`src/rtl/digit_argmax.sv`:
```
// digit_argmax: captures softmax scores, scans one class per cycle for the max.
// Optional runner-up/margin outputs when DIGIT_ARGMAX_TOP2_EN is defined.
module digit_argmax #(
  parameter int NUM_CLASSES = 10,
  parameter int SCORE_W = 16,
  parameter int IDX_W = 4,
  parameter logic [SCORE_W-1:0] CONF_THRESH = 16'h4000
) (
  input  logic                           clk,
  input  logic                           rst,
  input  logic [NUM_CLASSES*SCORE_W-1:0] scores_in,
  input  logic                           scores_valid,
  input  logic                           out_ready,
  output logic                           out_valid,
  output logic [IDX_W-1:0]               class_idx,
  output logic [SCORE_W-1:0]             class_score,
  output logic                           confident,
`ifdef DIGIT_ARGMAX_TOP2_EN
  output logic [IDX_W-1:0]               second_idx,
  output logic [SCORE_W-1:0]             margin,
`endif
  output logic                           busy,
  output logic                           overrun
);

  localparam logic [IDX_W-1:0] LAST = IDX_W'(NUM_CLASSES - 1);

  typedef enum logic [1:0] {
    IDLE,
    SCAN,
    HOLD
  } state_t;

  state_t state, state_nx;

  logic [SCORE_W-1:0] score_buf [NUM_CLASSES];
  logic [IDX_W-1:0]   scan_i;
  logic [IDX_W-1:0]   best_idx, best_idx_nx;
  logic [SCORE_W-1:0] best_score, best_score_nx;
  logic [SCORE_W-1:0] cand;
  logic               take_best;
  logic               last;
  logic               capture;
  logic               conf_nx;

`ifdef DIGIT_ARGMAX_TOP2_EN
  localparam logic [SCORE_W-1:0] MARGIN_MIN = CONF_THRESH >> 2;

  logic [IDX_W-1:0]   sec_idx, sec_idx_nx;
  logic [SCORE_W-1:0] sec_score, sec_score_nx;
  logic               sec_vld, sec_vld_nx;
  logic [SCORE_W-1:0] margin_nx;
`endif

  assign out_valid = (state == HOLD);
  assign busy      = (state != IDLE);
  assign capture   = (state == IDLE) && scores_valid;
  assign last      = (scan_i == LAST);

  // Scan step: index 0 is re-compared against itself, giving N scan edges.
  always_comb begin
    cand          = score_buf[scan_i];
    take_best     = cand > best_score;
    best_idx_nx   = take_best ? scan_i : best_idx;
    best_score_nx = take_best ? cand : best_score;
  end

`ifdef DIGIT_ARGMAX_TOP2_EN
  // Runner-up: old best drops to second, else strictly greater candidate wins.
  always_comb begin
    sec_idx_nx   = sec_idx;
    sec_score_nx = sec_score;
    sec_vld_nx   = sec_vld;
    if (take_best) begin
      sec_idx_nx   = best_idx;
      sec_score_nx = best_score;
      sec_vld_nx   = 1'b1;
    end else if (scan_i != '0 &&
                 (!sec_vld || cand > sec_score)) begin
      sec_idx_nx   = scan_i;
      sec_score_nx = cand;
      sec_vld_nx   = 1'b1;
    end
  end

  assign margin_nx = best_score_nx - sec_score_nx;
  assign conf_nx   = (best_score_nx >= CONF_THRESH) &&
                     (margin_nx >= MARGIN_MIN);
`else
  assign conf_nx = (best_score_nx >= CONF_THRESH);
`endif

  // State register.
  always_ff @(posedge clk or negedge rst) begin
    if (!rst) state <= IDLE;
    else      state <= state_nx;
  end

  // Next-state logic.
  always_comb begin
    state_nx = state;
    unique case (state)
      IDLE: if (scores_valid) state_nx = SCAN;
      SCAN: if (last) state_nx = HOLD;
      HOLD: if (out_ready) state_nx = IDLE;
      default: state_nx = IDLE;
    endcase
  end

  // Capture, scan datapath and result registers.
  always_ff @(posedge clk or negedge rst) begin
    if (!rst) begin
      for (int k = 0; k < NUM_CLASSES; k++)
        score_buf[k] <= '0;
      scan_i      <= '0;
      best_idx    <= '0;
      best_score  <= '0;
      class_idx   <= '0;
      class_score <= '0;
      confident   <= 1'b0;
`ifdef DIGIT_ARGMAX_TOP2_EN
      sec_idx     <= '0;
      sec_score   <= '0;
      sec_vld     <= 1'b0;
      second_idx  <= '0;
      margin      <= '0;
`endif
    end else if (capture) begin
      for (int k = 0; k < NUM_CLASSES; k++)
        score_buf[k] <= scores_in[k*SCORE_W +: SCORE_W];
      scan_i     <= '0;
      best_idx   <= '0;
      best_score <= scores_in[SCORE_W-1:0];
`ifdef DIGIT_ARGMAX_TOP2_EN
      sec_idx    <= '0;
      sec_score  <= '0;
      sec_vld    <= 1'b0;
`endif
    end else if (state == SCAN) begin
      scan_i     <= scan_i + IDX_W'(1);
      best_idx   <= best_idx_nx;
      best_score <= best_score_nx;
`ifdef DIGIT_ARGMAX_TOP2_EN
      sec_idx    <= sec_idx_nx;
      sec_score  <= sec_score_nx;
      sec_vld    <= sec_vld_nx;
`endif
      if (last) begin
        class_idx   <= best_idx_nx;
        class_score <= best_score_nx;
        confident   <= conf_nx;
`ifdef DIGIT_ARGMAX_TOP2_EN
        second_idx  <= sec_idx_nx;
        margin      <= margin_nx;
`endif
      end
    end
  end

  // Sticky flag for score pulses arriving while not idle.
  always_ff @(posedge clk or negedge rst) begin
    if (!rst)
      overrun <= 1'b0;
    else if (scores_valid && state != IDLE)
      overrun <= 1'b1;
  end

endmodule

```
`config.mk`:
```
export PLATFORM = sky130hd
export DESIGN_NAME = digit_argmax
export DESIGN_NICKNAME = d
export VERILOG_FILES = /design/src/rtl/digit_argmax.sv
export SDC_FILE = /design/constraint.sdc
export NUM_CORES = 1
export LEC_CHECK = 0
export ABC_CLOCK_PERIOD_IN_PS = 3780
export CAP_MARGIN = 10
export CORE_MARGIN = 2
export CORE_UTILIZATION = 40
export CTS_BUF_LIST = sky130_fd_sc_hd__clkbuf_4 sky130_fd_sc_hd__clkbuf_8
export DETAILED_ROUTE_END_ITERATION = 10
export DONT_BUFFER_PORTS = 1
export SYNTH_ARGS = -nofsm -noshare
export SYNTH_HDL_FRONTEND = slang
export SYNTH_SLANG_ARGS = --single-unit
```
`constraint.sdc`:
```
create_clock -name clk -period 3.78 [get_ports clk]
set_input_delay 0.756 -clock clk [delete_from_list [all_inputs] [get_ports clk]]
set_output_delay 0.756 -clock clk [all_outputs]
set_load 0.05 [all_outputs]
```
==> results.json <==
{
  "outcome": "finished, violations left",
  "violations": "negative hold slack",
  "setup_viol": 0,
  "cts_tree": "yes",
  "place_area_mm2": 0.0100,
  "drtIter0Drc": 606,
  "num_rows": 57,
  "via_count": 7272,
  "viasPerCell": 5.30,
  "r2r-start": "scan_i[0]",
  "wl_per_cell_um": 19.7,
  "area.sequential_mm2": 0.00521,
  "drv_slew": 0,
  "synthCells": 1028,
  "cts.sinks": 208,
  "p_total_mw": 11.1,
  "dpl.hpwl_mm": 19.0,
  "gp_congestion": 0.905,
  "multiInputGateArea_mm2": 0.00415,
  "area_delta_synth_final_pct": 11.3,
  "grt_pass1_vias": 7264,
  "finalHoldViolCount": 54,
  "syn-num-nets": 1210,
  "power-per-cell-area_mw_per_mm2": 1020,
  "syn_area_mm2": 0.00973,
  "dieArea_mm2": 0.0256,
  "clkSlewWorstSetupHoldPaths_ps": 60,
  "antenna_found_initial": 2,
  "yosys_warnings": 0,
  "fin_area_mm2": 0.0108,
  "hold_ws_ps": -73.2,
  "place_ws_ps": 59.0,
  "root_buffer": "clkbuf_8",
  "dr.pass1.iters": 5,
  "postRouteAntennaNets": 0,
  "timing.fmax_ghz": 0.278,
  "max_cap_violations": 0,
  "hold_class": "input pin to async pin",
  "grt_overflow": 0,
  "async_reset_ff_frac": 1.00,
  "final_nets": 1202,
  "critical_path_class": "register to register",
  "initial_utilization": 0.404,
  "period_needed_ps": 3600,
  "startpoint": "scan_i[0]",
  "synth-seq-area-share": 0.535,
  "cts_buffer_depth": 3,
  "ys_seq_elements": 208,
  "drc_errors": 0,
  "coreArea_mm2": 0.0241,
  "final.fill_count": 2384,
  "cts_max_level": 2,
  "yosysUniqueCellTypes": 41,
  "clk_latency_ps": 530,
  "fin_crit_sh": 0.952,
  "worst-path-max-fanout": 19,
  "arrival_ps": 4010,
  "netlist.area_leader.share": 0.535,
  "rsz0062_at_grt": "no",
  "yosysTopAreaCell": "dfrtp_1",
  "endpoint_kind": "register",
  "synth_edf_count": 0,
  "io_buffers": 0,
  "start_kind": "register",
  "synth-main-ff-cell": "dfrtp_1",
  "skew_ps": 33.0,
  "finalSetupTns_ps": 0,
  "gr-usage-all-layers": 0.211,
  "wl_mm": 27.0,
  "tightest_slew_ps": 1130,
  "setup_ws_ps": 182,
  "slew_headroom": 0.243,
  "fin_util": 0.449,
  "cts-buffers-inserted": 37,
  "ios": 188,
  "grt_max_degree": 209,
  "yosys-top-cells-area": "dfrtp_1, nand2_1, mux4_2",
  "vdd_drop_max_v": 0.000455,
  "syn_area_per_cell_um2": 9.46,
  "power_leakage_nw": 5.46,
  "die_w_um": 160,
  "cp_data_required_time_ps": 4200,
  "die_h_um": 160,
  "layout-drive-gt1-share": 0.121,
  "grt_pass1_wl_mm": 41.8
}
[what timing repair did]
action / CTS / global route
endpoints found under the hold margin: 208 / 208
setup endpoints to repair: 0 / 33
buffers inserted: 0 / 1
resized for setup: 0 / 6
[path summary, 6_finish.rpt]
kind / endpoint / slack, ps / cells after the start
max: best_score[11] / 180 / 13
min: score_buf[12] / -70 / 0
max reg2reg: best_score[11] / 180 / 13
min reg2reg: score_buf[111] / 470 / 2
max in group asynchronous: best_score[7] / 3320 / 0
min in group clk: score_buf[26] / 330 / 2
[final cells by class]
cell class,count,area share
clock buffers,62,0.0684
multi-input cells,732,0.383
well taps,324,0.0374
flip-flops and latches,208,0.481
clock inverters,2,0.00139
inverters,20,0.00693
diodes,2,0.000462
repair buffers,21,0.0210
[state kept, by name (all words and copies together) (netlist names)]
name,cells
best_idx,4
best_score,16
class_idx,4
class_score,16
confident,1
overrun,1
scan_i,4
score_buf,160
state,2
[cells in the mapped netlist (17+ instances only)]
master / instances
a21oi_1: 18
nand3_1: 35
mux4_2: 30
inv_1: 20
nor2_1: 17
ha_1: 18
clkbuf_1: 49
dfrtp_1: 208
a21o_1: 18
mux2i_1: 25
nand2_1: 465
o21ai_0: 24
[stage by stage]
stage               hold slack, ps  std cells
finish                       -73.2       1371
CTS                           -102       1367
global placement               454       1303
global route                  -104       1370
floorplan                      440       1028
detailed placement             461       1303
[worst max-delay path, stage by stage, from the launching register on]
cell and delay (ps):
dfrtp_4 490, buf_16 200, mux4_2 540, a21oi_1 230
o21ai_0 180, ha_1 340, nand4_1 160, a311oi_1 290
a211o_1 140, o31a_1 160, buf_6 220, o21ai_4 90
buf_12 160, a221o_1 290
[power by group]
| group | leakage, nW | internal [mW] | total [mW] | switching [mW] |
|---|---|---|---|---|
| clock | 0.399 | 1.23 | 2.14 | 0.909 |
| sequential | 2.60 | 3.25 | 4.17 | 0.923 |
| combinational | 2.45 | 2.06 | 4.78 | 2.73 |
[placed cells by master (no fill, tap or decap), types with 15 or more instances in the layout]
master / n
a21o_1: 18
clkbuf_8: 44
inv_1: 20
nand3_1: 35
a221o_1: 15
clkbuf_4: 18
nor2_1: 17
a21oi_1: 18
nand2_1: 464
ha_1: 18
mux2i_1: 25
and3_1: 15
mux4_2: 30
buf_4: 15
o21ai_0: 23
dfrtp_1: 206
[logic make-up (layout without fill, tap and decap cells)]
group	Yosys count	count (layout)	synth area share
other cells	0	2	0
mux	55	55	0.0952
compound gates	109	109	0.0813
flops	208	208	0.535
buf+inv	88	105	0.0397
simple gates	550	550	0.226
fa+ha+maj	18	18	0.0232
[metal layers]
metal,vias to the layer above,GRT usage,routed length (µm)
met5,-,0,15
met4,2,0.0921,1100
met3,63,0.0519,1840
met2,241,0.293,11500
met1,3537,0.313,12600
li1,3429,-,-
Power figures use the tool's default switching activity.
